### config.mk
export PLATFORM = sky130hd
export DESIGN_NAME = time_display_scanner
export DESIGN_NICKNAME = d
export VERILOG_FILES = /design/src/rtl/time_display_scanner_pkg.sv /design/src/rtl/time_display_scanner_seg7_decoder.sv /design/src/rtl/time_display_scanner.sv
export SDC_FILE = /design/constraint.sdc
export NUM_CORES = 1
export LEC_CHECK = 0
export BUFFER_PORTS_ARGS = -buffer_cell sky130_fd_sc_hd__buf_4
export CAP_MARGIN = 20
export CORE_UTILIZATION = 62
export CTS_BUF_LIST = sky130_fd_sc_hd__clkbuf_16
export DETAILED_ROUTE_END_ITERATION = 12
export MAX_ROUTING_LAYER = met4
export PLACE_DENSITY = 0.82
export SYNTH_ARGS = -nofsm -noshare
export SYNTH_HDL_FRONTEND = slang
export SYNTH_SLANG_ARGS = --single-unit
### constraint.sdc
create_clock -name clk -period 4.4 [get_ports clk]
set_input_delay 0.88 -clock clk [delete_from_list [all_inputs] [get_ports clk]]
set_output_delay 0.88 -clock clk [all_outputs]
set_load 0.03 [all_outputs]
### src/rtl/time_display_scanner_pkg.sv
// Shared definitions for the HH.MM display scanner.
// Contents: active-low segment codes, active-low anode selects, digit
// slot indices, conversion FSM states and a slot-to-anode helper.
package time_display_scanner_pkg;

    // Active-low segment codes, bit order {g,f,e,d,c,b,a}
    localparam logic [6:0] SEG_0     = 7'h40;
    localparam logic [6:0] SEG_1     = 7'h79;
    localparam logic [6:0] SEG_2     = 7'h24;
    localparam logic [6:0] SEG_3     = 7'h30;
    localparam logic [6:0] SEG_4     = 7'h19;
    localparam logic [6:0] SEG_5     = 7'h12;
    localparam logic [6:0] SEG_6     = 7'h02;
    localparam logic [6:0] SEG_7     = 7'h78;
    localparam logic [6:0] SEG_8     = 7'h00;
    localparam logic [6:0] SEG_9     = 7'h10;
    localparam logic [6:0] SEG_BLANK = 7'h7F;

    // Active-low anode selects, one digit low at a time
    localparam logic [3:0] AN_MU  = 4'b1110;
    localparam logic [3:0] AN_MT  = 4'b1101;
    localparam logic [3:0] AN_HU  = 4'b1011;
    localparam logic [3:0] AN_HT  = 4'b0111;
    localparam logic [3:0] AN_OFF = 4'b1111;

    // Scan slot indices
    localparam logic [1:0] IDX_MU = 2'd0;
    localparam logic [1:0] IDX_MT = 2'd1;
    localparam logic [1:0] IDX_HU = 2'd2;
    localparam logic [1:0] IDX_HT = 2'd3;

    // Binary-to-BCD conversion FSM states
    typedef enum logic [2:0] {
        ST_IDLE   = 3'd0,
        ST_LOAD   = 3'd1,
        ST_DIV_H  = 3'd2,
        ST_DIV_M  = 3'd3,
        ST_COMMIT = 3'd4
    } conv_state_t;

    // Anode pattern that enables the given scan slot
    function automatic logic [3:0] anode_for_idx(input logic [1:0] idx);
        logic [3:0] an_v;
        case (idx)
            IDX_MU:  an_v = AN_MU;
            IDX_MT:  an_v = AN_MT;
            IDX_HU:  an_v = AN_HU;
            IDX_HT:  an_v = AN_HT;
            default: an_v = AN_OFF;
        endcase
        return an_v;
    endfunction

endpackage

### src/rtl/time_display_scanner_seg7_decoder.sv
// Combinational BCD digit to active-low 7-segment code.
// Ports:
//   digit  in  4  BCD digit; codes 10..15 decode to all segments off
//   seg    out 7  {g,f,e,d,c,b,a}, active-low
module seg7_decoder
    import time_display_scanner_pkg::*;
(
    input  logic [3:0] digit,
    output logic [6:0] seg
);

    // Digit to segment lookup; unused codes blank the digit
    always_comb begin
        seg = SEG_BLANK;
        case (digit)
            4'd0:    seg = SEG_0;
            4'd1:    seg = SEG_1;
            4'd2:    seg = SEG_2;
            4'd3:    seg = SEG_3;
            4'd4:    seg = SEG_4;
            4'd5:    seg = SEG_5;
            4'd6:    seg = SEG_6;
            4'd7:    seg = SEG_7;
            4'd8:    seg = SEG_8;
            4'd9:    seg = SEG_9;
            default: seg = SEG_BLANK;
        endcase
    end

endmodule

### src/rtl/time_display_scanner.sv
// Time display scanner: converts binary hours/minutes to BCD with a
// sequential subtract-by-ten converter and multiplexes the four digits of
// a common-anode display as HH.MM. The field under adjustment blinks and
// the colon follows seconds[0] (held on while adjusting).
// Ports:
//   clk      in   1  system clock, rising edge
//   rst      in   1  synchronous active-high reset
//   hours    in   5  binary hours
//   minutes  in   6  binary minutes
//   seconds  in   6  binary seconds, only bit 0 used
//   adj_en   in   1  adjust mode active
//   adj_hr   in   1  adjust field select: 1 = hours, 0 = minutes
//   seg      out  7  segments {g,f,e,d,c,b,a}, active-low, registered
//   an       out  4  digit anodes, active-low, an[0] = minutes units
//   dp       out  1  colon / decimal point, active-low
module time_display_scanner
    import time_display_scanner_pkg::*;
#(
    parameter int REFRESH_DIV = 100000,
    parameter int BLINK_TICKS = 500
) (
    input  logic       clk,
    input  logic       rst,
    input  logic [4:0] hours,
    input  logic [5:0] minutes,
    input  logic [5:0] seconds,
    input  logic       adj_en,
    input  logic       adj_hr,
    output logic [6:0] seg,
    output logic [3:0] an,
    output logic       dp
);

    localparam int PRE_W = (REFRESH_DIV > 1) ? $clog2(REFRESH_DIV) : 1;
    localparam int BLK_W = (BLINK_TICKS > 1) ? $clog2(BLINK_TICKS) : 1;
    localparam logic [PRE_W-1:0] PRE_LAST = PRE_W'(REFRESH_DIV - 1);
    localparam logic [PRE_W-1:0] PRE_ONE  = PRE_W'(1);
    localparam logic [BLK_W-1:0] BLK_LAST = BLK_W'(BLINK_TICKS - 1);
    localparam logic [BLK_W-1:0] BLK_ONE  = BLK_W'(1);

    // Timing chain
    logic [PRE_W-1:0] pre_cnt_r;
    logic [BLK_W-1:0] blk_cnt_r;
    logic             tick_s;
    logic             phase_off_r;
    logic [1:0]       idx_r;

    // Conversion datapath
    conv_state_t      state_r;
    conv_state_t      state_nxt_s;
    logic [10:0]      snap_r;
    logic [4:0]       hrs_w_r;
    logic [5:0]       min_w_r;
    logic [1:0]       ht_w_r;
    logic [2:0]       mt_w_r;
    logic [3:0]       ht_r;
    logic [3:0]       hu_r;
    logic [3:0]       mt_r;
    logic [3:0]       mu_r;

    // Scan selection and output registers
    logic [3:0]       scan_digit_s;
    logic [3:0]       scan_an_s;
    logic [6:0]       scan_seg_s;
    logic             blank_s;
    logic             colon_s;
    logic [6:0]       seg_r;
    logic [3:0]       an_r;
    logic             dp_r;

    // Only the seconds LSB drives the colon
    logic             unused_seconds_s;
    assign unused_seconds_s = ^seconds[5:1];

    assign tick_s = (pre_cnt_r == PRE_LAST);

    // Refresh prescaler: wraps after REFRESH_DIV cycles, tick on the last count
    always_ff @(posedge clk) begin
        if (rst) begin
            pre_cnt_r <= '0;
        end else if (tick_s) begin
            pre_cnt_r <= '0;
        end else begin
            pre_cnt_r <= pre_cnt_r + PRE_ONE;
        end
    end

    // Digit slot index advances once per tick, 0..3 and back
    always_ff @(posedge clk) begin
        if (rst) begin
            idx_r <= IDX_MU;
        end else if (tick_s) begin
            idx_r <= idx_r + 2'd1;
        end else begin
            idx_r <= idx_r;
        end
    end

    // Blink phase toggles every BLINK_TICKS ticks; phase_off_r=1 is the dark half
    always_ff @(posedge clk) begin
        if (rst) begin
            blk_cnt_r   <= '0;
            phase_off_r <= 1'b0;
        end else if (tick_s) begin
            if (blk_cnt_r == BLK_LAST) begin
                blk_cnt_r   <= '0;
                phase_off_r <= ~phase_off_r;
            end else begin
                blk_cnt_r   <= blk_cnt_r + BLK_ONE;
                phase_off_r <= phase_off_r;
            end
        end else begin
            blk_cnt_r   <= blk_cnt_r;
            phase_off_r <= phase_off_r;
        end
    end

    // Conversion FSM state register
    always_ff @(posedge clk) begin
        if (rst) begin
            state_r <= ST_IDLE;
        end else begin
            state_r <= state_nxt_s;
        end
    end

    // Conversion FSM next-state logic; inputs are only sampled in IDLE/LOAD,
    // so a change mid-conversion is picked up by the snapshot compare later
    always_comb begin
        state_nxt_s = state_r;
        case (state_r)
            ST_IDLE: begin
                if ({hours, minutes} != snap_r) begin
                    state_nxt_s = ST_LOAD;
                end else begin
                    state_nxt_s = ST_IDLE;
                end
            end
            ST_LOAD: begin
                state_nxt_s = ST_DIV_H;
            end
            ST_DIV_H: begin
                if (hrs_w_r < 5'd10) begin
                    state_nxt_s = ST_DIV_M;
                end else begin
                    state_nxt_s = ST_DIV_H;
                end
            end
            ST_DIV_M: begin
                if (min_w_r < 6'd10) begin
                    state_nxt_s = ST_COMMIT;
                end else begin
                    state_nxt_s = ST_DIV_M;
                end
            end
            ST_COMMIT: begin
                state_nxt_s = ST_IDLE;
            end
            default: begin
                state_nxt_s = ST_IDLE;
            end
        endcase
    end

    // Conversion datapath: repeated subtract-by-ten, then a single-cycle
    // commit of all four digits so the display never shows a mixed value
    always_ff @(posedge clk) begin
        if (rst) begin
            snap_r  <= 11'd0;
            hrs_w_r <= 5'd0;
            min_w_r <= 6'd0;
            ht_w_r  <= 2'd0;
            mt_w_r  <= 3'd0;
            ht_r    <= 4'd0;
            hu_r    <= 4'd0;
            mt_r    <= 4'd0;
            mu_r    <= 4'd0;
        end else begin
            case (state_r)
                ST_LOAD: begin
                    snap_r  <= {hours, minutes};
                    hrs_w_r <= hours;
                    min_w_r <= minutes;
                    ht_w_r  <= 2'd0;
                    mt_w_r  <= 3'd0;
                end
                ST_DIV_H: begin
                    if (hrs_w_r >= 5'd10) begin
                        hrs_w_r <= hrs_w_r - 5'd10;
                        ht_w_r  <= ht_w_r + 2'd1;
                    end
                end
                ST_DIV_M: begin
                    if (min_w_r >= 6'd10) begin
                        min_w_r <= min_w_r - 6'd10;
                        mt_w_r  <= mt_w_r + 3'd1;
                    end
                end
                ST_COMMIT: begin
                    ht_r <= {2'b00, ht_w_r};
                    hu_r <= hrs_w_r[3:0];
                    mt_r <= {1'b0, mt_w_r};
                    mu_r <= min_w_r[3:0];
                end
                default: begin
                    snap_r <= snap_r;
                end
            endcase
        end
    end

    // Select the digit, anode, blanking and colon for the current slot
    always_comb begin
        scan_digit_s = mu_r;
        scan_an_s    = anode_for_idx(idx_r);
        blank_s      = 1'b0;
        colon_s      = 1'b0;
        case (idx_r)
            IDX_MU: begin
                scan_digit_s = mu_r;
                blank_s      = adj_en & phase_off_r & ~adj_hr;
            end
            IDX_MT: begin
                scan_digit_s = mt_r;
                blank_s      = adj_en & phase_off_r & ~adj_hr;
            end
            IDX_HU: begin
                scan_digit_s = hu_r;
                blank_s      = adj_en & phase_off_r & adj_hr;
                colon_s      = adj_en | ~seconds[0];
            end
            IDX_HT: begin
                scan_digit_s = ht_r;
                blank_s      = adj_en & phase_off_r & adj_hr;
            end
            default: begin
                scan_digit_s = 4'hF;
                blank_s      = 1'b1;
            end
        endcase
    end

    seg7_decoder u_seg7 (
        .digit (scan_digit_s),
        .seg   (scan_seg_s)
    );

    // Output registers: an and seg update together so no ghosting
    always_ff @(posedge clk) begin
        if (rst) begin
            seg_r <= SEG_BLANK;
            an_r  <= AN_OFF;
            dp_r  <= 1'b1;
        end else begin
            seg_r <= scan_seg_s;
            an_r  <= blank_s ? AN_OFF : scan_an_s;
            dp_r  <= ~colon_s;
        end
    end

    assign seg = seg_r;
    assign an  = an_r;
    assign dp  = dp_r;

endmodule

# Yosys cells after proc, flatten, opt, wreduce, memory -nomap -nowiden
# Memory sizes are Yosys's and may differ from the RTL's. A register that Yosys moved wholly into a read port is not among the register bits.
# Index checks and enable logic that the tools add are counted.
[totals]
inputBits = 21
memories = 1
romBits = 112
ff_bits = 77
output_inout_bits = 12
[classes]
n_bitwise = 8
order_cmp = 4
n_addsub = 7
muxes = 17
n_reduce_logical = 11
eq_ne = 12
[memory_table]
columns = ["memory", "depth", "width", "read_ports", "rd_clocked_by_memory_dff", "wr", "line", "source"]
rows = [
  ["(no name shown)", 16, 7, 1, 1, 0, "time_display_scanner_seg7_decoder.sv:15", "case (digit)"],
]
[ops]
columns = ["op", "n"]
rows = [
  ["4-bit case mux with 4 select lines", 2],
  ["17-bit by 1-bit adder with 17-bit output, second input constant", 1],
  ["17-bit equality test, second input constant", 1],
  ["3-bit case mux with 4 select lines", 1],
  ["6-bit case mux with 2 select lines", 1],
  ["11-bit != test", 1],
  ["5-bit case mux with 2 select lines", 1],
  ["9-bit by 1-bit adder with 9-bit output, second input constant", 1],
  ["9-bit equality test, second input constant", 1],
  ["9-bit two-way mux", 1],
  ["2-bit OR reduction", 4],
  ["3-bit by 2-bit equality test with 1-bit output, second input constant", 2],
  ["6-bit by 4-bit greater-or-equal comparator with 1-bit output, second input constant", 1],
  ["6-bit by 4-bit < comparator with 1-bit output, second input constant", 1],
  ["3-bit two-way mux", 2],
  ["6-bit two-way mux", 1],
  ["3-bit case mux with 2 select lines", 1],
  ["2-bit AND reduction", 3],
  ["6-bit by 4-bit subtractor with 6-bit output, second input constant", 1],
  ["5-bit by 4-bit greater-or-equal comparator with 1-bit output, second input constant", 1],
  ["5-bit by 4-bit < comparator with 1-bit output, second input constant", 1],
  ["5-bit two-way mux", 1],
  ["5-bit by 4-bit subtractor with 5-bit output, second input constant", 1],
  ["2-bit by 1-bit adder with 2-bit output, second input constant", 2],
  ["16 further kinds", 26],
]

# Longest topological paths before layout
# Gate-level depths: netlist of the first run.
[logic_depth]
depth_word = 4
depth_mapped = 8

# By module
# A second synthesis of the first run with hierarchy kept.
[unflattened]
hier_cells = 480
hier_area_um2 = 4026.4
[modules_own_cells]
columns = ["module", "instances", "seq_area_each_um2", "cells_per_inst", "area_each_um2"]
rows = [
  ["time_display_scanner", 1, 1681.6, 447, 3816.2],
  ["seg7_decoder", 1, 0.0, 33, 210.2],
]

# Least setup slack after synthesis of the first run
# OpenSTA, ideal clock, no wires.
[synth_timing]
kind = "register to register"
start = "reg pre_cnt_r[0]"
end = "reg blk_cnt_r[2]"
path_stages_with_launch = 8
slack_ns = 2.355
t_required_ns = 4.265
synth_period_minus_slack_ns = 2.045
setup_time_ns = 0.135
arrival_time_ns = 1.910
cell_sequence = "dfxtp_1 > ha_1 > nand3_2 > or4_4 > buf_6 > buf_2 > o311ai_0 > o41ai_1"
[synth_between]
elab_chain_cells = 1
[synth_lines]
columns = ["element", "line", "source"]
rows = [
  ["from (decl)", "time_display_scanner.sv:42", "logic [PRE_W-1:0] pre_cnt_r;"],
  ["from (signal assigned)", "time_display_scanner.sv:84", "pre_cnt_r <= pre_cnt_r + PRE_ONE;"],
  ["17-bit equality test", "time_display_scanner.sv:75", "assign tick_s = (pre_cnt_r == PRE_LAST);"],
  ["to (signal assigned)", "time_display_scanner.sv:109", "blk_cnt_r <= blk_cnt_r + BLK_ONE;"],
  ["to (signal assigned)", "time_display_scanner.sv:113", "blk_cnt_r <= blk_cnt_r;"],
  ["to (decl)", "time_display_scanner.sv:43", "logic [BLK_W-1:0] blk_cnt_r;"],
]
# No other way between the ends.
# A chain may end at the register's enable or synchronous reset.

# Final worst setup path of the first run
[layout_timing]
start = "reg state_r[0]"
end = "reg hrs_w_r[1]"
[layout_between]
elab_chain_cells = 3
word_cells_on_any_way = 6
[layout_lines]
columns = ["element", "line", "source"]
rows = [
  ["from (decl)", "time_display_scanner.sv:49", "conv_state_t state_r;"],
  ["from (signal assigned)", "time_display_scanner.sv:123", "state_r <= state_nxt_s;"],
  ["3-bit by 2-bit equality test with 1-bit output / 3-bit by 1-bit equality test with 1-bit output (equally long branches)", "time_display_scanner.sv:179", "case (state_r)"],
  ["2-bit != test (no line) / 2-bit nonzero test (equally long branches)", "-", ""],
  ["2-bit AND reduction (no line)", "-", ""],
  ["to (signal assigned)", "time_display_scanner.sv:182", "hrs_w_r <= hours;"],
  ["to (signal assigned)", "time_display_scanner.sv:189", "hrs_w_r <= hrs_w_r - 5'd10;"],
  ["to (decl)", "time_display_scanner.sv:52", "logic [4:0] hrs_w_r;"],
]
# Several ways; a longest one is shown, not always the timed one.

==> impl_metrics.tcl, run 1 <==
set metrics [dict create \
    status "completed" \
    synth.ff_latch_count 84 \
    totalPowerFinal_uw 1733 \
    yosysSeqAreaShare 0.4287 \
    die_w_um 81.54 \
    antenna_found_initial 0 \
    final_cell_area_um2 4370 \
    max_stage_delay_ps 560 \
    rsz0062_at_grt "no" \
    drive_above_1_share 0.09446 \
    ios 33 \
    worst_slew_pin_slew_ps 978.1 \
    startpoint "state_r[0]" \
    overflow 0 \
    start_util 0.6510 \
    clockRootBuffer "clkbuf_16" \
    slew_violations 0 \
    crit_chain "nor2b_1, nand2b_1, a2bb2o_1, a221oi_1" \
    rows 28 \
    finClkSkew_ps 3.945 \
    relSlewSlack 0.3419 \
    holdPathStages 2 \
    syn-cell-area_um2 3923 \
    final_cells 562 \
    antenna_left 0 \
    fmax_ghz 0.4256 \
    ys_types 55 \
    drc_errors 0 \
    cts_max_path_buffers 2 \
    tritoncts "built" \
    drt_first_pass_iters 5 \
    async_reset_ff_frac 0 \
    r2r-start "state_r[0]" \
    dp_cells 547 \
    grt_usage 0.2532 \
    pwr_density_cell_nw_per_um2 396.5 \
    gp_congestion 0.8616 \
    numCtsBuffers 9 \
    worst_path_max_delay_cell "nand2b_1" \
    rrSetupSlack_ps 2050 \
    htree_levels 3 \
    reg2regPathDepth 4 \
    area_delta_synth_final_pct 11.42 \
    die-area_um2 6649 \
    synth.avg_cell_area_um2 8.381 \
    tns_ps 0 \
    synth.net_count 501 \
    cts.repair.resized 0 \
    yosysWarnings 0 \
    end_kind "flop" \
    leakagePower_uw 0.001539 \
    cts_setup_buffers 0 \
    crit_type "flop to flop" \
    grt_pass1_wl_um 12640 \
    synth_enable_flop_cells 0 \
    drt-vias-per-instance 5.902 \
    die_h_um 81.54 \
    crit_arrival_ps 2580 \
    core_area_um2 6026 \
    cts_sinks 84 \
    max_cap_viol_count 0 \
    dp_hpwl_um 5255 \
    num_vias 3317 \
    synthCells 468 \
    worstReg2RegEnd "hrs_w_r[1]" \
    cp_max_fo 20 \
    grt_pass1_vias 2980 \
    wire_per_inst_um 13.62 \
    cp.required_ps 4630 \
    min_period_over_period 0.5340 \
    clock_latency_ps 320 \
    placement.io_buffers 27 \
    synthFlopType "dfxtp_1" \
    cp-start-kind "flop" \
    hold_viol 0 \
    grt_max_degree 58 \
    dpl_cell_area_um2 4120 \
    antenna_cells 0 \
    nets 516 \
    period_needed_ps 2350 \
    wl_um 7654 \
    peakVddDrop_mv 0.2611 \
    final-setup-viol-count 0 \
    hp-class "flop to flop" \
    hp-start "mu_r[2]" \
    holdPathEnd "mu_r[2]" \
    holdBufCountCts 0 \
    drt_iter0_drc 153 \
    clk_pin_slew_ps 50 \
]
==> cells in the mapped netlist, drive strengths merged, types with 4 or more instances <==
cell type  count  area [um2]
or4            7       56.30
a31oi          6       37.54
nor2b          5       31.28
a21oi         48       240.2
nor3           9       45.04
inv           21       78.83
o41ai          4       35.03
nand3         20       105.1
clkbuf        13       48.80
nand2b         6       37.54
ha            12       150.1
nand4         14       87.58
dfxtp         84        1682
xnor2         21       183.9
o21ai         14       73.82
nor4           5       31.28
nor2          24       90.09
or3            6       37.54
o311ai         4       35.03
xor2           5       43.79
a21o           5       37.54
buf           11       57.56
nand2         71       266.5
o31ai         11       82.58
==> state kept, by name, indices dropped and copies added (netlist names), 2 cells and up <==
register / flops
pre_cnt_r: 17
snap_r: 11
min_w_r: 6
ht_r: 2
blk_cnt_r: 9
an: 4
state_r: 3
mt_w_r: 3
idx_r: 2
hrs_w_r: 5
seg: 7
hu_r: 4
mu_r: 4
ht_w_r: 2
mt_r: 3
==> worst max-delay path by stage <==
stage               slack, ps             to
global route             1770   blk_cnt_r[2]
detailed placement       2080   blk_cnt_r[4]
CTS                      2060  pre_cnt_r[10]
floorplan                2360   blk_cnt_r[2]
finish                   2050     hrs_w_r[1]
global placement         2090     hrs_w_r[1]
==> layer usage <==
| layer | global-route usage | part of all wire | vias up |
|---|---|---|---|
| met5 | - | 0 | - |
| met1 | 0.3023 | 0.48 | 1525 |
| met4 | 0.07143 | 0.010 | 0 |
| met2 | 0.4217 | 0.48 | 71 |
| li1 | - | - | 1713 |
| met3 | 0.06222 | 0.037 | 8 |
==> cell families after synthesis <==
family / after synthesis / synth area share
AO/OA/AOI/OAI: 112 / 0.1815
flip-flops: 84 / 0.4287
AND/OR/NAND/NOR: 186 / 0.2383
buffers and inverters: 45 / 0.04721
adder cells (fa/ha/maj): 12 / 0.03828
multiplexers: 3 / 0.007974
XOR/XNOR: 26 / 0.05805
==> placed cells by master, fill, tap and decap left out, types with 6 or more instances in the layout <==
cell type / n
nor3_1: 9
a31oi_1: 6
nand2b_1: 6
dfxtp_1: 84
nand3_1: 19
or4_1: 6
inv_1: 23
ha_1: 12
or3_1: 6
nand2_1: 71
nor2_1: 24
a21oi_1: 48
nand4_1: 14
buf_4: 28
xnor2_1: 21
o31ai_1: 11
clkbuf_16: 9
o21ai_0: 13
==> per-stage QoR <==
stage,hold WS (ps),utilization,setup WS (ps)
6_report,460.3,0.7253,2050
5_1_grt,477.4,0.7253,1773
4_1_cts,463.1,0.7253,2059
3_5_place_dp,450.9,0.6838,2079
3_3_place_gp,443.4,0.6838,2088
2_1_floorplan,429.5,-,2355
==> cell type report <==
cell class              count  area, um2
fillers                   480       1655
well taps                  75      93.84
flip-flops and latches     84       1682
clock inverters             6      25.02
repair buffers             28      210.2
multi-input cells         339       2056
clock buffers               9      225.2
inverters                  21      78.83
==> worst max-delay path, delay by kind of cell (launching register included) <==
family          cells  cell delay, ps
flops               1             460
simple gates        2            1110
compound gates      2             670
==> power breakdown <==
group	switching [uW]	internal, uW
combinational	142	99.1
sequential	50.8	805
clock	268	368
Power figures use the tool's default switching activity.
==> run 2: changes to the inputs <==
Settings changed: ABC_AREA set to 1, CORE_UTILIZATION 62 to 59, PLACE_DENSITY 0.82 to 0.79.
Clock period 4.4 ns to 2.3 ns, I/O delays scaled along.
==> run 2 against run 1 <==
Synthesized area grew 2.7%. Largest power group unchanged. Clock-buffer cell count did not move. Clock skew is 0.52 ps higher. Power increased by 140%. Critical path depth grew 5. Register-to-register slack worse by 1700 ps.
==> impl_metrics.tcl, run 2 <==
set metrics [dict create \
    status "completed" \
    synth_area_leader_cell "dfxtp_1" \
    drt-vias-per-instance 5.394 \
    placement.io_buffers 27 \
    die-area_um2 7163 \
    numCtsBuffers 9 \
    layout_commonest_cell "nand2_1" \
    seq_power_share 0.429 \
    rsz0062_at_grt "no" \
    totalPowerFinal_uw 4114 \
    p_sw_uw 1238 \
    pwr-share-comb 0.203 \
    internal_power_uw 2876 \
    grt_pass1_wl_um 14120 \
    leakagePower_uw 0.001921 \
    synthFlopType "dfxtp_1" \
    drt_iter0_drc 199 \
    wire_per_inst_um 12.30 \
    async_reset_ff_frac 0 \
    antenna_cells 0 \
    drc_errors 0 \
    yosysWarnings 0 \
    startpoint "idx_r[0]" \
    drt_first_pass_iters 6 \
    cp_max_fo 7 \
    nets 621 \
    end_kind "flop" \
    fmax_ghz 0.5255 \
    max_cap_viol_count 0 \
    synth.most_common_cell "nand2_1" \
    holdBufCountCts 0 \
    peakVddDrop_mv 0.5574 \
    gp_congestion 0.8409 \
    hold_viol 0 \
    cts.repair.resized 0 \
    path_delay_family "compound AO/OA/AOI/OAI gates" \
    ios 33 \
    layout_common_cells "119 x nand2_1, 84 x dfxtp_1, 71 x nor2_1, 61 x inv_1, 47 x o21ai_0" \
    crit_chain "inv_1, ha_1, nand2_1, nand2_1, o21ai_2, inv_1, ha_1, o21ai_0, o21ai_1" \
    hp-class "input port to flop" \
    core_area_um2 6459 \
    rows 29 \
    r2r-start "idx_r[0]" \
    grt_pass1_vias 3277 \
    clock_latency_ps 330 \
    worst_path_max_delay_cell "dfxtp_1" \
    largest_register "pre_cnt_r" \
    antenna_left 0 \
    clockPowerShare 0.368 \
    hp-start "adj_en" \
    cp.required_ps 2510 \
    synth.net_count 591 \
    path_buf_inv 2 \
    htree_levels 3 \
    cp-start-kind "flop" \
    cts_sinks 84 \
    area_delta_synth_final_pct 14.47 \
    worst_slew_pin_slew_ps 537.6 \
    p_sw_frac 0.3010 \
    clockRootBuffer "clkbuf_16" \
    grt_max_degree 24 \
    yosysSeqAreaShare 0.4174 \
    largest_reg_flops 17 \
    netlist.area_leader.share 0.4174 \
    final-setup-viol-count 0 \
    die_w_um 84.64 \
    overflow 0 \
    synth.ff_latch_count 84 \
    rrSetupSlack_ps 400 \
    reg.largest.list "pre_cnt_r (17), snap_r (11), blk_cnt_r (9)" \
    drive_above_1_share 0.1248 \
    synth_enable_flop_cells 0 \
    period_needed_ps 1903 \
    start_util 0.6238 \
    pwr_density_cell_nw_per_um2 892.0 \
    synthTopCellsByCount "119 x nand2_1, 84 x dfxtp_1, 71 x nor2_1" \
    cts_max_path_buffers 2 \
    tns_ps 0 \
    crit_type "flop to flop" \
    finClkSkew_ps 4.470 \
    whs_ps 346.2 \
    wl_um 8238 \
    cts_setup_buffers 0 \
    synthCells 558 \
    relSlewSlack 0.6412 \
    num_vias 3614 \
    die_h_um 84.64 \
    synth.avg_cell_area_um2 7.220 \
    dp_hpwl_um 5721 \
    tritoncts "built" \
    ys_types 41 \
    clk_pin_slew_ps 60 \
    crit_arrival_ps 2120 \
    synth.area.top_cells "dfxtp_1 42%, nand2_1 11%, nor2_1 6.6%" \
    grt_usage 0.2531 \
    min_period_over_period 0.8273 \
    antenna_found_initial 0 \
    slew_violations 0 \
    syn-cell-area_um2 4029 \
    max_stage_delay_ps 360 \
    fillers 537 \
]
run 2: cell count changes in the layout (fill, tap and decap cells not counted), sizes merged, moves of 9 or more:
cell,before,now
a21oi,48,39
inv,23,65
nand2,71,124
nand3,20,35
nor2,24,78
o21ai,14,55
o31ai,11,0
xnor2,21,6
run 2: metal layers:
metal,share of wire,GRT usage
met5,0,-
met4,0.017,0.1079
met3,0.035,0.04031
met2,0.47,0.4183
met1,0.48,0.3070
run 2: final timing paths:
check	endpoint	depth (start not counted)
max	seg[5]	9
min	dp	2
max reg2reg	seg[5]	9
min reg2reg	pre_cnt_r[0]	1
run 2: stage by stage:
stage / instances / area [um2] / setup slack [ps] / utilization
after detailed placement: 654 / 4294 / 453.1 / 0.6649
after global routing: 670 / 4612 / 221.6 / 0.7141
after floorplan: 558 / 4029 / 582.8 / -
final: 670 / 4612 / 397.1 / 0.7141
after global placement: 654 / 4294 / 479.4 / 0.6649
after CTS: 670 / 4612 / 425.1 / 0.7141
run 2: layout make-up:
cell class | count | area, um2 | area share
Timing Repair Buffer | 30 | 225.2 | 0.04883
Clock buffer | 9 | 225.2 | 0.04883
Inverter | 65 | 245.2 | 0.05317
Sequential cell | 84 | 1682 | 0.3646
Tap cell | 77 | 96.34 | 0.02089
Clock inverter | 7 | 92.59 | 0.02008
Multi-Input combinational cell | 398 | 2046 | 0.4436
run 2: cells by family after synthesis:
kind of cell	Yosys count	synth area share
and+or+nand+nor	259	0.2842
DFF	84	0.4174
buffers and inverters	76	0.07484
adders and majority gates	12	0.03727
muxes	1	0.002485
AOI/OAI and AO/OA	109	0.1469
xor gates and xnor gates	17	0.03696
run 2: power groups by stage:
stage	Sequential (uW)	Combinational [uW]	Clock (uW)
2_1_floorplan	1790	616	0
3_3_place_gp	1780	790	0
3_5_place_dp	1790	821	0
4_1_cts	1760	832	1530
5_1_grt	1790	953	1590
6_report	1770	835	1510
